==> config.mk <==
export PLATFORM = sky130hd
export DESIGN_NAME = modulation_segment_packer
export DESIGN_NICKNAME = d
export VERILOG_FILES = /design/src/rtl/modulation_segment_packer.sv
export SDC_FILE = /design/constraint.sdc
export NUM_CORES = 1
export LEC_CHECK = 0
export CELL_PAD_IN_SITES_DETAIL_PLACEMENT = 1
export CELL_PAD_IN_SITES_GLOBAL_PLACEMENT = 1
export CORE_AREA = 2 2 167 169
export CTS_BUF_LIST = sky130_fd_sc_hd__clkbuf_8
export DETAILED_ROUTE_END_ITERATION = 10
export DIE_AREA = 0 0 169 171
export PLACE_DENSITY = 0.9
export REMOVE_ABC_BUFFERS = 1
export SETUP_SLACK_MARGIN = 0.4
export SYNTH_ARGS = -nofsm -noshare
export SYNTH_HDL_FRONTEND = slang
export SYNTH_SLANG_ARGS = --single-unit
==> constraint.sdc <==
create_clock -name clk -period 13.4 [get_ports clk]
set_input_delay 1.34 -clock clk [delete_from_list [all_inputs] [get_ports clk]]
set_output_delay 1.34 -clock clk [all_outputs]
set_load 0.005 [all_outputs]
==> src/rtl/modulation_segment_packer.sv <==
// Segment packer: tags each accepted segment with its frame position, buffers it in a
// first-word-fall-through FIFO, and produces a per-frame modular checksum plus a sticky drop flag.
module modulation_segment_packer #(
  parameter int WIDTH          = 32,
  parameter int DEPTH          = 8,
  parameter int SEGS_PER_FRAME = 4
) (
  input  logic                     clk,
  input  logic                     reset,
  input  logic                     seg_valid,
  input  logic [WIDTH-1:0]         segment_combine,
  input  logic                     out_ready,
  input  logic                     clear_overflow,
  output logic                     out_valid,
  output logic [WIDTH-1:0]         out_data,
  output logic                     out_last,
  output logic [WIDTH-1:0]         frame_sum,
  output logic                     frame_sum_valid,
  output logic [$clog2(DEPTH):0]   fifo_count,
  output logic                     overflow
);

  localparam int PW = $clog2(DEPTH);
  localparam int CW = PW + 1;
  localparam int IW = (SEGS_PER_FRAME > 1) ? $clog2(SEGS_PER_FRAME) : 1;

  logic [WIDTH:0]     mem [DEPTH];
  logic [PW-1:0]      wr_ptr;
  logic [PW-1:0]      rd_ptr;
  logic [CW-1:0]      count;
  logic [IW-1:0]      seg_idx;
  logic [WIDTH-1:0]   acc;
  logic [WIDTH:0]     head;
  logic               full;
  logic               empty;
  logic               wr_en;
  logic               rd_en;
  logic               drop;
  logic               is_last;

  // Full/empty come from the registered count only, so acceptance never sees the same-cycle pop.
  assign full    = (count == CW'(DEPTH));
  assign empty   = (count == '0);
  assign wr_en   = seg_valid && !full;
  assign drop    = seg_valid && full;
  assign rd_en   = out_ready && !empty;
  assign is_last = (seg_idx == IW'(SEGS_PER_FRAME - 1));

  assign head       = mem[rd_ptr];
  assign out_valid  = !empty;
  assign out_data   = empty ? '0 : head[WIDTH-1:0];
  assign out_last   = empty ? 1'b0 : head[WIDTH];
  assign fifo_count = count;

  // Storage array carries no reset; empty masking keeps stale contents off the outputs.
  always_ff @(posedge clk) begin
    if (wr_en) begin
      mem[wr_ptr] <= {is_last, segment_combine};
    end
  end

  always_ff @(posedge clk or posedge reset) begin
    if (reset) begin
      wr_ptr          <= '0;
      rd_ptr          <= '0;
      count           <= '0;
      seg_idx         <= '0;
      acc             <= '0;
      frame_sum       <= '0;
      frame_sum_valid <= 1'b0;
      overflow        <= 1'b0;
    end else begin
      frame_sum_valid <= wr_en && is_last;
      if (wr_en) begin
        wr_ptr <= wr_ptr + 1'b1;
        if (is_last) begin
          seg_idx   <= '0;
          acc       <= '0;
          frame_sum <= acc + segment_combine;
        end else begin
          seg_idx <= seg_idx + 1'b1;
          acc     <= acc + segment_combine;
        end
      end
      if (rd_en) begin
        rd_ptr <= rd_ptr + 1'b1;
      end
      case ({wr_en, rd_en})
        2'b10:   count <= count + 1'b1;
        2'b01:   count <= count - 1'b1;
        default: count <= count;
      endcase
      // A drop in the same cycle as a clear keeps the flag set.
      if (drop) begin
        overflow <= 1'b1;
      end else if (clear_overflow) begin
        overflow <= 1'b0;
      end
    end
  end

endmodule

==> results of run 1 <==
-- cells in the mapped netlist, types with 3 or more instances --
cell,count
sky130_fd_sc_hd__o21a_1,4
sky130_fd_sc_hd__nor3_1,15
sky130_fd_sc_hd__nand4_1,5
sky130_fd_sc_hd__a21oi_1,32
sky130_fd_sc_hd__xnor2_1,19
sky130_fd_sc_hd__buf_2,3
sky130_fd_sc_hd__o21bai_1,5
sky130_fd_sc_hd__mux4_2,66
sky130_fd_sc_hd__nand3_1,14
sky130_fd_sc_hd__o211ai_1,5
sky130_fd_sc_hd__and2_1,3
sky130_fd_sc_hd__a22o_1,15
sky130_fd_sc_hd__o2111ai_1,3
sky130_fd_sc_hd__nor2_1,50
sky130_fd_sc_hd__o21ai_0,27
sky130_fd_sc_hd__mux2i_1,36
sky130_fd_sc_hd__a211oi_1,7
sky130_fd_sc_hd__edfxtp_1,264
sky130_fd_sc_hd__or3_1,4
sky130_fd_sc_hd__a21o_1,14
sky130_fd_sc_hd__buf_1,9
sky130_fd_sc_hd__a31oi_1,3
sky130_fd_sc_hd__o31ai_1,11
sky130_fd_sc_hd__nand2_1,95
sky130_fd_sc_hd__inv_1,16
sky130_fd_sc_hd__dfrtp_1,78
sky130_fd_sc_hd__nor2b_1,3
sky130_fd_sc_hd__xor2_1,15
sky130_fd_sc_hd__ha_1,37
sky130_fd_sc_hd__clkbuf_1,29
sky130_fd_sc_hd__mux2_2,6
-- worst reg2reg max path, delay by kind of cell (launching register included) --
kind	cells	cell delay, ps
flip-flops	1	380
AO/OA/AOI/OAI	5	1480
AND/OR/NAND/NOR	4	620
adder cells (fa/ha/maj)	2	640
-- metrics by stage --
step / setup WS (ps) / cell area, sq um / instances / total power [mW] / hold slack, ps
2_1_floorplan: 7450 / 14500 / 882 / 2.54 / 450
3_3_place_gp: 8760 / 16200 / 1358 / 3.12 / 462
3_5_place_dp: 8550 / 16200 / 1358 / 3.21 / 462
4_1_cts: 8360 / 17400 / 1458 / 4.23 / 488
5_1_grt: 8200 / 17400 / 1458 / 4.43 / 510
6_report: 8430 / 17400 / 1458 / 4.23 / 481
-- path summary, 6_finish.rpt --
path,startpoint,endpoint,slack [ps],cells after the start
setup / recovery,rd_ptr[0],out_data[12],8430,5
hold / removal,acc[3],acc[3],480,2
setup reg to reg,acc[0],acc[28],10150,11
hold reg to reg,acc[3],acc[3],480,2
max in group asynchronous,reset,rd_ptr[0],11220,3
min in group asynchronous,reset,acc[10],1410,3
-- metal layers --
layer	track usage (%)	share of wire, %	vias up
met2	47.7	50	450
met4	10.4	2.5	0
met1	39.2	41	4763
met3	4.09	6.7	83
li1	-	-	3870
met5	0	0	-
-- logic make-up (layout without fill, tap and decap cells) --
family,Yosys count,in the layout,synth area share (%)
buf+inv,58,247,1.51
mux,108,108,13.1
flops,342,342,67.4
xor+xnor,34,34,2.03
fa+ha+maj,39,39,3.43
simple gates,203,203,6.10
compound gates,139,139,6.50
-- power groups by stage --
stage / sequential [mW] / combinational (mW) / clock (mW)
floorplan: 1.58 / 0.957 / 0
global placement: 1.53 / 1.59 / 0
detailed placement: 1.55 / 1.66 / 0
CTS: 1.54 / 1.72 / 0.971
global route: 1.57 / 1.85 / 1.01
finish: 1.54 / 1.72 / 0.963
-- cell type report --
class / instances / area, sq um / area share [%]
repair buffers: 130 / 1250 / 7.17
flip-flops and latches: 342 / 9890 / 56.9
well taps: 346 / 433 / 2.49
multi-input cells: 523 / 4600 / 26.5
clock inverters: 41 / 334 / 1.92
clock buffers: 59 / 812 / 4.67
inverters: 17 / 65.1 / 0.374
-- flip-flops by register name, indices dropped and copies added (netlist names) --
signal	count
mem	264
acc	32
fifo_count	4
wr_ptr	3
rd_ptr	3
overflow	1
frame_sum_valid	1
frame_sum	32
seg_idx	2
-- layout by cell type, fill, tap and decap left out, types with 6 or more instances in the layout --
master / netlist / layout
sky130_fd_sc_hd__clkdlybuf4s50_1: 0 / 108
sky130_fd_sc_hd__o31ai_1: 11 / 11
sky130_fd_sc_hd__dfrtp_1: 78 / 75
sky130_fd_sc_hd__nor3_1: 15 / 11
sky130_fd_sc_hd__clkinv_2: 0 / 6
sky130_fd_sc_hd__buf_4: 0 / 22
sky130_fd_sc_hd__ha_1: 37 / 37
sky130_fd_sc_hd__a211oi_1: 7 / 7
sky130_fd_sc_hd__inv_1: 16 / 32
sky130_fd_sc_hd__xnor2_1: 19 / 19
sky130_fd_sc_hd__bufinv_16: 0 / 6
sky130_fd_sc_hd__xor2_1: 15 / 15
sky130_fd_sc_hd__mux4_2: 66 / 66
sky130_fd_sc_hd__nor2_1: 50 / 47
sky130_fd_sc_hd__a21oi_1: 32 / 32
sky130_fd_sc_hd__mux2i_1: 36 / 36
sky130_fd_sc_hd__clkbuf_8: 0 / 59
sky130_fd_sc_hd__o21ai_0: 27 / 27
sky130_fd_sc_hd__nand3_1: 14 / 14
sky130_fd_sc_hd__edfxtp_1: 264 / 264
sky130_fd_sc_hd__a21o_1: 14 / 14
sky130_fd_sc_hd__nand2_1: 95 / 95
sky130_fd_sc_hd__mux2_2: 6 / 6
sky130_fd_sc_hd__clkinv_1: 1 / 11
sky130_fd_sc_hd__a22o_1: 15 / 15
==> results.md, run 1 <==
- Among all stages on the critical path, the largest delay is contributed by sky130_fd_sc_hd__dfrtp_4.
- Using the TritonRoute via totals, the vias-per-cell ratio works out to 6.29.
- The synthesized netlist occupies a cell area of 14,700 sq um.
- Measured along the x axis, the die boundary spans 169 microns.
- The final HPWL from detailed placement is 23,000 microns.
- In this run, flip-flops and latches consume 36.5% of the power.
- The required time of the worst setup path is 12,060 ps.
- The maximum root-to-sink buffer count is 3.
- The post-route fraction of the period consumed by the critical path is 37.1%.
- Sorting the synthesized cells by area gives the leading types as sky130_fd_sc_hd__edfxtp_1, sky130_fd_sc_hd__dfrtp_1, sky130_fd_sc_hd__mux4_2.
- The via count of the first global-routing pass is 10,021.
- The number of antenna-violating nets in the routed design is 0.
- The post-route netlist has 17.4% of its cells at a drive strength greater than 1.
- After clock tree synthesis, the clock-pin slew on the worst setup and hold paths is 60 ps.
- Of all cell types, the one taking the most synthesized area is sky130_fd_sc_hd__edfxtp_1.
- For the worst-skew pair, the clock arrives at the later sink with an insertion delay of 600 ps.
- The iteration-0 DRC count of the detailed router is 892.
- In this run the power density over the cells is 243 nW/um^2.
- The critical path goes through buf_4, mux4_2, mux2i_1, nor2_1, clkdlybuf4s50_1.
- The proportion of synthesized chip area in sequential cells is 67.4%.
- The worst setup path is captured at an output pin.
- The total congestion overflow is 0.
- For this run, the slowest stage of the critical path takes 880 ps.
- The synthesized design devotes to its leading area cell type 54.1% of total area.
- The worst setup path category is reg2out.
- Routability-driven placement finished with a final weighted congestion of 0.862.
- For the pin with the worst max-slew slack, the measured transition is 1130 ps.
- Counting every instance in the synthesized netlist gives 923.
- In this run the tightest slew margin relative to its limit is 24.8%.
- The worst setup path is launched from a flip-flop.
- The first global-routing pass estimated 61,900 microns of wire.
- Summing over every cut layer, the via total after detailed routing is 9,166.
- The hold buffer count at CTS is 0.
- The number of instances resized during post-cts repair is 0.
- The initial core utilization is 53.7%.
- In the global route stage, overall resource usage came out at 28.7%.
- The synthesized design contains 264 enable-type register cells.
- Clock skew on the completed layout was measured at 34.6 ps.
- The layout overhead on the synthesized area is 18.5%.
- The total of buffers placed on input and output ports is 108.
- Post-CTS timing repair inserted 0 buffers for setup.
- 109 I/O pins were placed.
- During synthesis, Yosys emitted a total of 0 warnings.
- Dividing the detail-routed wire length by the instance count gives 27.7 microns.
- Buffers inserted during clock tree synthesis total 55.
- The number of max-cap violations is 0.
- The analysis attributes to cell leakage a power of 6.50 nW.
- Summed over all nets, the switching power comes to 1.50 mW.
- The H-tree was split into 2 levels.
- Of all flip-flops after synthesis, the portion carrying an async set or reset was 22.8%.
- The max-slew violation count came to 0.
- The combined buffer and inverter count along the critical path is 2.
- The number of remaining DRC errors is 0.
- The core area is 27,300 sq um.
- The number of hold violations in the final report is 0.
- Among all flip-flop cells after synthesis, the most frequent one is sky130_fd_sc_hd__edfxtp_1.
- For this block, the routed nets add up to 40,400 microns of wire.
- After synthesis, the netlist uses 54 different library cells.
- After synthesis, the mean cell area works out to 15.9 sq um.
- The root buffer selected by CTS is sky130_fd_sc_hd__clkbuf_8.
- Adding up every negative setup slack in the final design gives 0 ps.
- Across the VDD grid, the largest voltage drop is 0.000117 V.
- Grouping stages by cell kind, the critical path spends the most delay in buffers and inverters.
- The run finished with clean final reports.
- The cell-internal power is 2.72 mW.
- The die outline area is 28,900 sq um.
- Counting the fill cells in the layout gives 2,523.
- The number of nets in the layout is 1,145.
- The largest fanout on the critical path is 36.
- The arrival time of the worst setup path is 3630 ps.
- Setup repair after global routing left no endpoint under its margin.
- After floorplanning, the core was divided into 61 placement rows.
- The synthesis-stage register bit count is 342.
- The maximum number of pins on one net before global-route repair is 79.
- The number of sinks handled by clock tree synthesis is 342.
- The path class of the tightest hold or removal check is reg2reg.
- Counting I/O delays and the setup requirement, the final critical path takes 4970 ps.
- Combinational logic burns 40.7% of the power.
- Setup violations remaining at the end of the flow were counted as 0.
- The die extent in y is 171 microns.
- Measured on the finished design, the core utilization comes to 63.6%.
- The first detailed-routing pass ran for 5 iterations.
- The total inserted antenna cells is 0.
- Static timing analysis puts the maximum clock frequency at 0.201 GHz.
- The clock network burns 22.8% of the power.
- The initial antenna violation count is 0.
- The TritonCTS clock tree is done.
- Net switching is 35.6% of the power.
Note: power is estimated with default switching activity, not from simulation.
==> run 2, diff against run 1 <==
--- a/config.mk
+++ b/config.mk
@@ -7,11 +7,11 @@
 export LEC_CHECK = 0
 export CELL_PAD_IN_SITES_DETAIL_PLACEMENT = 1
 export CELL_PAD_IN_SITES_GLOBAL_PLACEMENT = 1
-export CORE_AREA = 2 2 167 169
+export CORE_AREA = 2 2 180 182
 export CTS_BUF_LIST = sky130_fd_sc_hd__clkbuf_8
 export DETAILED_ROUTE_END_ITERATION = 10
-export DIE_AREA = 0 0 169 171
-export PLACE_DENSITY = 0.9
+export DIE_AREA = 0 0 182 184
+export PLACE_DENSITY = 0.82
 export REMOVE_ABC_BUFFERS = 1
 export SETUP_SLACK_MARGIN = 0.4
 export SYNTH_ARGS = -nofsm -noshare
==> constraint.sdc (replaced) <==
create_clock -name clk -period 4.4 [get_ports clk]
set_input_delay 0.44 -clock clk [delete_from_list [all_inputs] [get_ports clk]]
set_output_delay 0.44 -clock clk [all_outputs]
set_load 0.005 [all_outputs]
==> run 2 against run 1 <==
- count of clock-buffer cells in the layout grew 1
- global-route usage is 6.4 points lower
- highest routed layer unchanged
- combinational power grew to 2.9 times the previous value
- non-clock buffer count grew 5
- critical path depth unchanged
- design area hardly changed
- via count shrank 4.6%
- largest power group unchanged
- register-to-register slack worse by 8900 ps
- first-iteration DRC count shrank 30%
- final cell count is 4.0% higher
- die area is 16% higher
==> results.md, run 2 (same netlist as run 1, synthesis figures left out) <==
- The maximum level of the CTS H-tree is 2.
- Headroom to the max-slew limit came out at 32.0%.
- The aggregate negative setup slack is 0 ps.
- Entering global routing, the biggest net connects 59 pins.
- For the worst setup path, the data required time is 3960 ps.
- The top cell types in the final layout, fill and taps aside, are sky130_fd_sc_hd__edfxtp_1, sky130_fd_sc_hd__clkdlybuf4s50_1, sky130_fd_sc_hd__nand2_1, sky130_fd_sc_hd__dfrtp_1, sky130_fd_sc_hd__mux4_2.
- The number of sinks handled by clock tree synthesis is 342.
- From bottom edge to top edge, the die measures 184 microns.
- mem holds more flip-flops than any other register.
- The cell area after placement is 16,400 sq um.
- The maximum root-to-sink buffer count is 3.
- In the final routed layout, each cell accounts on average for 24.0 microns.
- The final layout contains routed wiring with a total length of 36,400 microns.
- In this run the core area contains 65 standard-cell rows.
- Max-cap violations in this run came to 0.
- The number of detailed-routing iterations run before antenna repair is 5.
- For the worst-skew pair, the clock arrives at the later sink with an insertion delay of 600 ps.
- The power density normalized to cell area is 709 nW/um^2.
- The first routing iteration left 626 violations.
- The sort of element at the end of the critical path is an output pin.
- The max-slew violation count is 0.
- The measured slew at the worst slew-check pin is 1020 ps.
- The average vias per placed instance is 5.76.
- The number of buffers and inverters on the critical path is 2.
- The number of antenna-violating nets in the routed design is 0.
- The worst path meets setup with 810 ps of slack.
- The clock arrives with 27.3 ps of skew.
- During I/O placement, the number of pins put on the boundary was 109.
- The worst register-to-register path has a depth of 10.
- The register with the most flip-flops in the layout has 264 of them.
- The dominant delay contributor by cell family on the critical path is buffers and inverters.
- The initial core utilization is 46.7%.
- The congestion estimate from routability-driven global placement came to 0.852.
- The library cell used most frequently in the layout, excluding fill and tap cells, is sky130_fd_sc_hd__edfxtp_1.
- Setup violations remaining at the end of the flow were counted as 0.
- The worst setup path is launched from a flip-flop.
- Traced cell by cell, the critical path runs through buf_4, mux4_2, mux2i_1, nor2_1, clkdlybuf4s50_1.
- In the final layout, the registers with the most flip-flops are mem x264, acc x32, frame_sum x32.
- The minimum setup slack after placement is 617 ps.
- Combinational logic is responsible for 40.5% of the overall power.
- The number of nets in the layout is 1,149.
- The net switching power is 4.29 mW.
- The number of remaining DRC errors is 0.
- The post-route fraction of the period consumed by the critical path is 81.6%.
- On the worst path, the slowest cell contributes a delay of 800 ps.
- The analysis attributes to cell leakage a power of 6.49 nW.
- The total congestion overflow is 0.
- The critical path in this run is classified as reg2out.
- Port buffering added 108 buffers.
- The HPWL after detailed placement is 22,700 microns.
- Registers are responsible for 38.8% of the overall power.
- The number of instances resized during post-cts repair is 0.
- The fraction of power spent switching nets is 34.8%.
- The highest attainable clock frequency is 0.279 GHz.
- The die outline area is 33,500 sq um.
- The initial antenna violation count is 1.
- The tightest min-delay check is of the in2async type.
- From synthesis to final layout, the design area changed by 18.5%.
- The detailed router placed 8,741 vias in this run.
- The arrival time of the worst setup path is 3150 ps.
- The via count of the first global-routing pass is 9,564.
- The worst path in the final design needs a cycle of 3590 ps, including I/O delays and setup.
- Global routing consumed, over all layers together, 22.3% of the routing resources.
- In this run, the clock network consumes 20.7% of the power.
- The root buffer selected by CTS is sky130_fd_sc_hd__clkbuf_8.
- Cells with a size suffix above 1 make up 17.1% of the layout.
- The number of clock buffers inserted by TritonCTS is 54.
- Internal power comes to 8.03 mW.
- The largest individual stage delay along the critical path comes from the cell sky130_fd_sc_hd__dfrtp_4.
- The largest fanout on the critical path is 28.
- The maximum VDD drop is 0.000286 V.
- The post-CTS clock slew at the launch and capture registers of the worst setup and hold paths is 60 ps.
- The total non-filler cell area in the finished layout is 17,400 sq um.
- The hold buffer count at CTS is 0.
- The first-pass GRT wire length is 56,700 microns.
- The buffers inserted during post-CTS setup optimization is 0.
- The run finished with clean final reports.
- The core area is 31,400 sq um.
- In this run the horizontal extent of the chip is 182 microns.
- The number of hold violations in the final report was 0.
- In this run the number of cells on the critical path is 5.
- Setup repair after global routing left no endpoint under its margin.
- The TritonCTS clock tree is done.
==> run 2: worst paths after layout <==
| path | endpoint | slack [ps] | start |
|---|---|---|---|
| worst max-delay path | out_data[15] | 810 | rd_ptr[0] |
| worst min-delay path | frame_sum[17] | 380 | reset |
| worst max register to register | acc[31] | 1300 | acc[5] |
| worst min register to register | frame_sum[15] | 490 | frame_sum[15] |
| max in group asynchronous | rd_ptr[0] | 3110 | reset |
| min in group clk | overflow | 470 | clear_overflow |
==> run 2: layer usage <==
layer  share of wire, %  global-route usage (%)  vias up
met4                2.3                    7.71        0
met3                5.0                    3.15       65
li1                   -                       -     3869
met5                  0                       0        -
met1                 43                    30.3     4507
met2                 50                    37.2      300
==> run 2: final cells by class <==
class                   count  area [sq um]
diodes                      1          2.50
inverters                  17          65.1
clock buffers              60           826
clock inverters            37           189
well taps                 402           503
fillers                  2977         14000
flip-flops and latches    342          9890
multi-input cells         523          4610
repair buffers            135          1300
==> run 2: metrics by stage <==
step	instances	hold WS (ps)	util [%]	power (mW)
global route	1517	455	55.3	13.1
global placement	1419	462	52.1	9.61
CTS	1516	397	55.3	12.4
floorplan	882	450	-	7.73
finish	1517	378	55.3	12.3
detailed placement	1419	462	52.1	9.81
==> run 2: worst reg2reg max path: stages (launching register included) <==
cell                        delay [ps]
sky130_fd_sc_hd__dfrtp_1           410
sky130_fd_sc_hd__ha_1              350
sky130_fd_sc_hd__o21ai_0           400
sky130_fd_sc_hd__o21ai_0           200
sky130_fd_sc_hd__o21ai_2           260
sky130_fd_sc_hd__o2111ai_2         220
sky130_fd_sc_hd__a41oi_4           360
sky130_fd_sc_hd__nor4_2             90
sky130_fd_sc_hd__a311oi_2          390
sky130_fd_sc_hd__mux2i_1           240
sky130_fd_sc_hd__o21ai_1            70
==> run 2: power groups by stage <==
| stage | registers [mW] | clock network (mW) | logic, mW |
|---|---|---|---|
| detailed placement | 4.83 | 0 | 4.97 |
| CTS | 4.80 | 2.60 | 5.04 |
| global placement | 4.79 | 0 | 4.82 |
| floorplan | 4.81 | 0 | 2.91 |
| global route | 4.87 | 2.73 | 5.45 |
| finish | 4.79 | 2.55 | 4.99 |
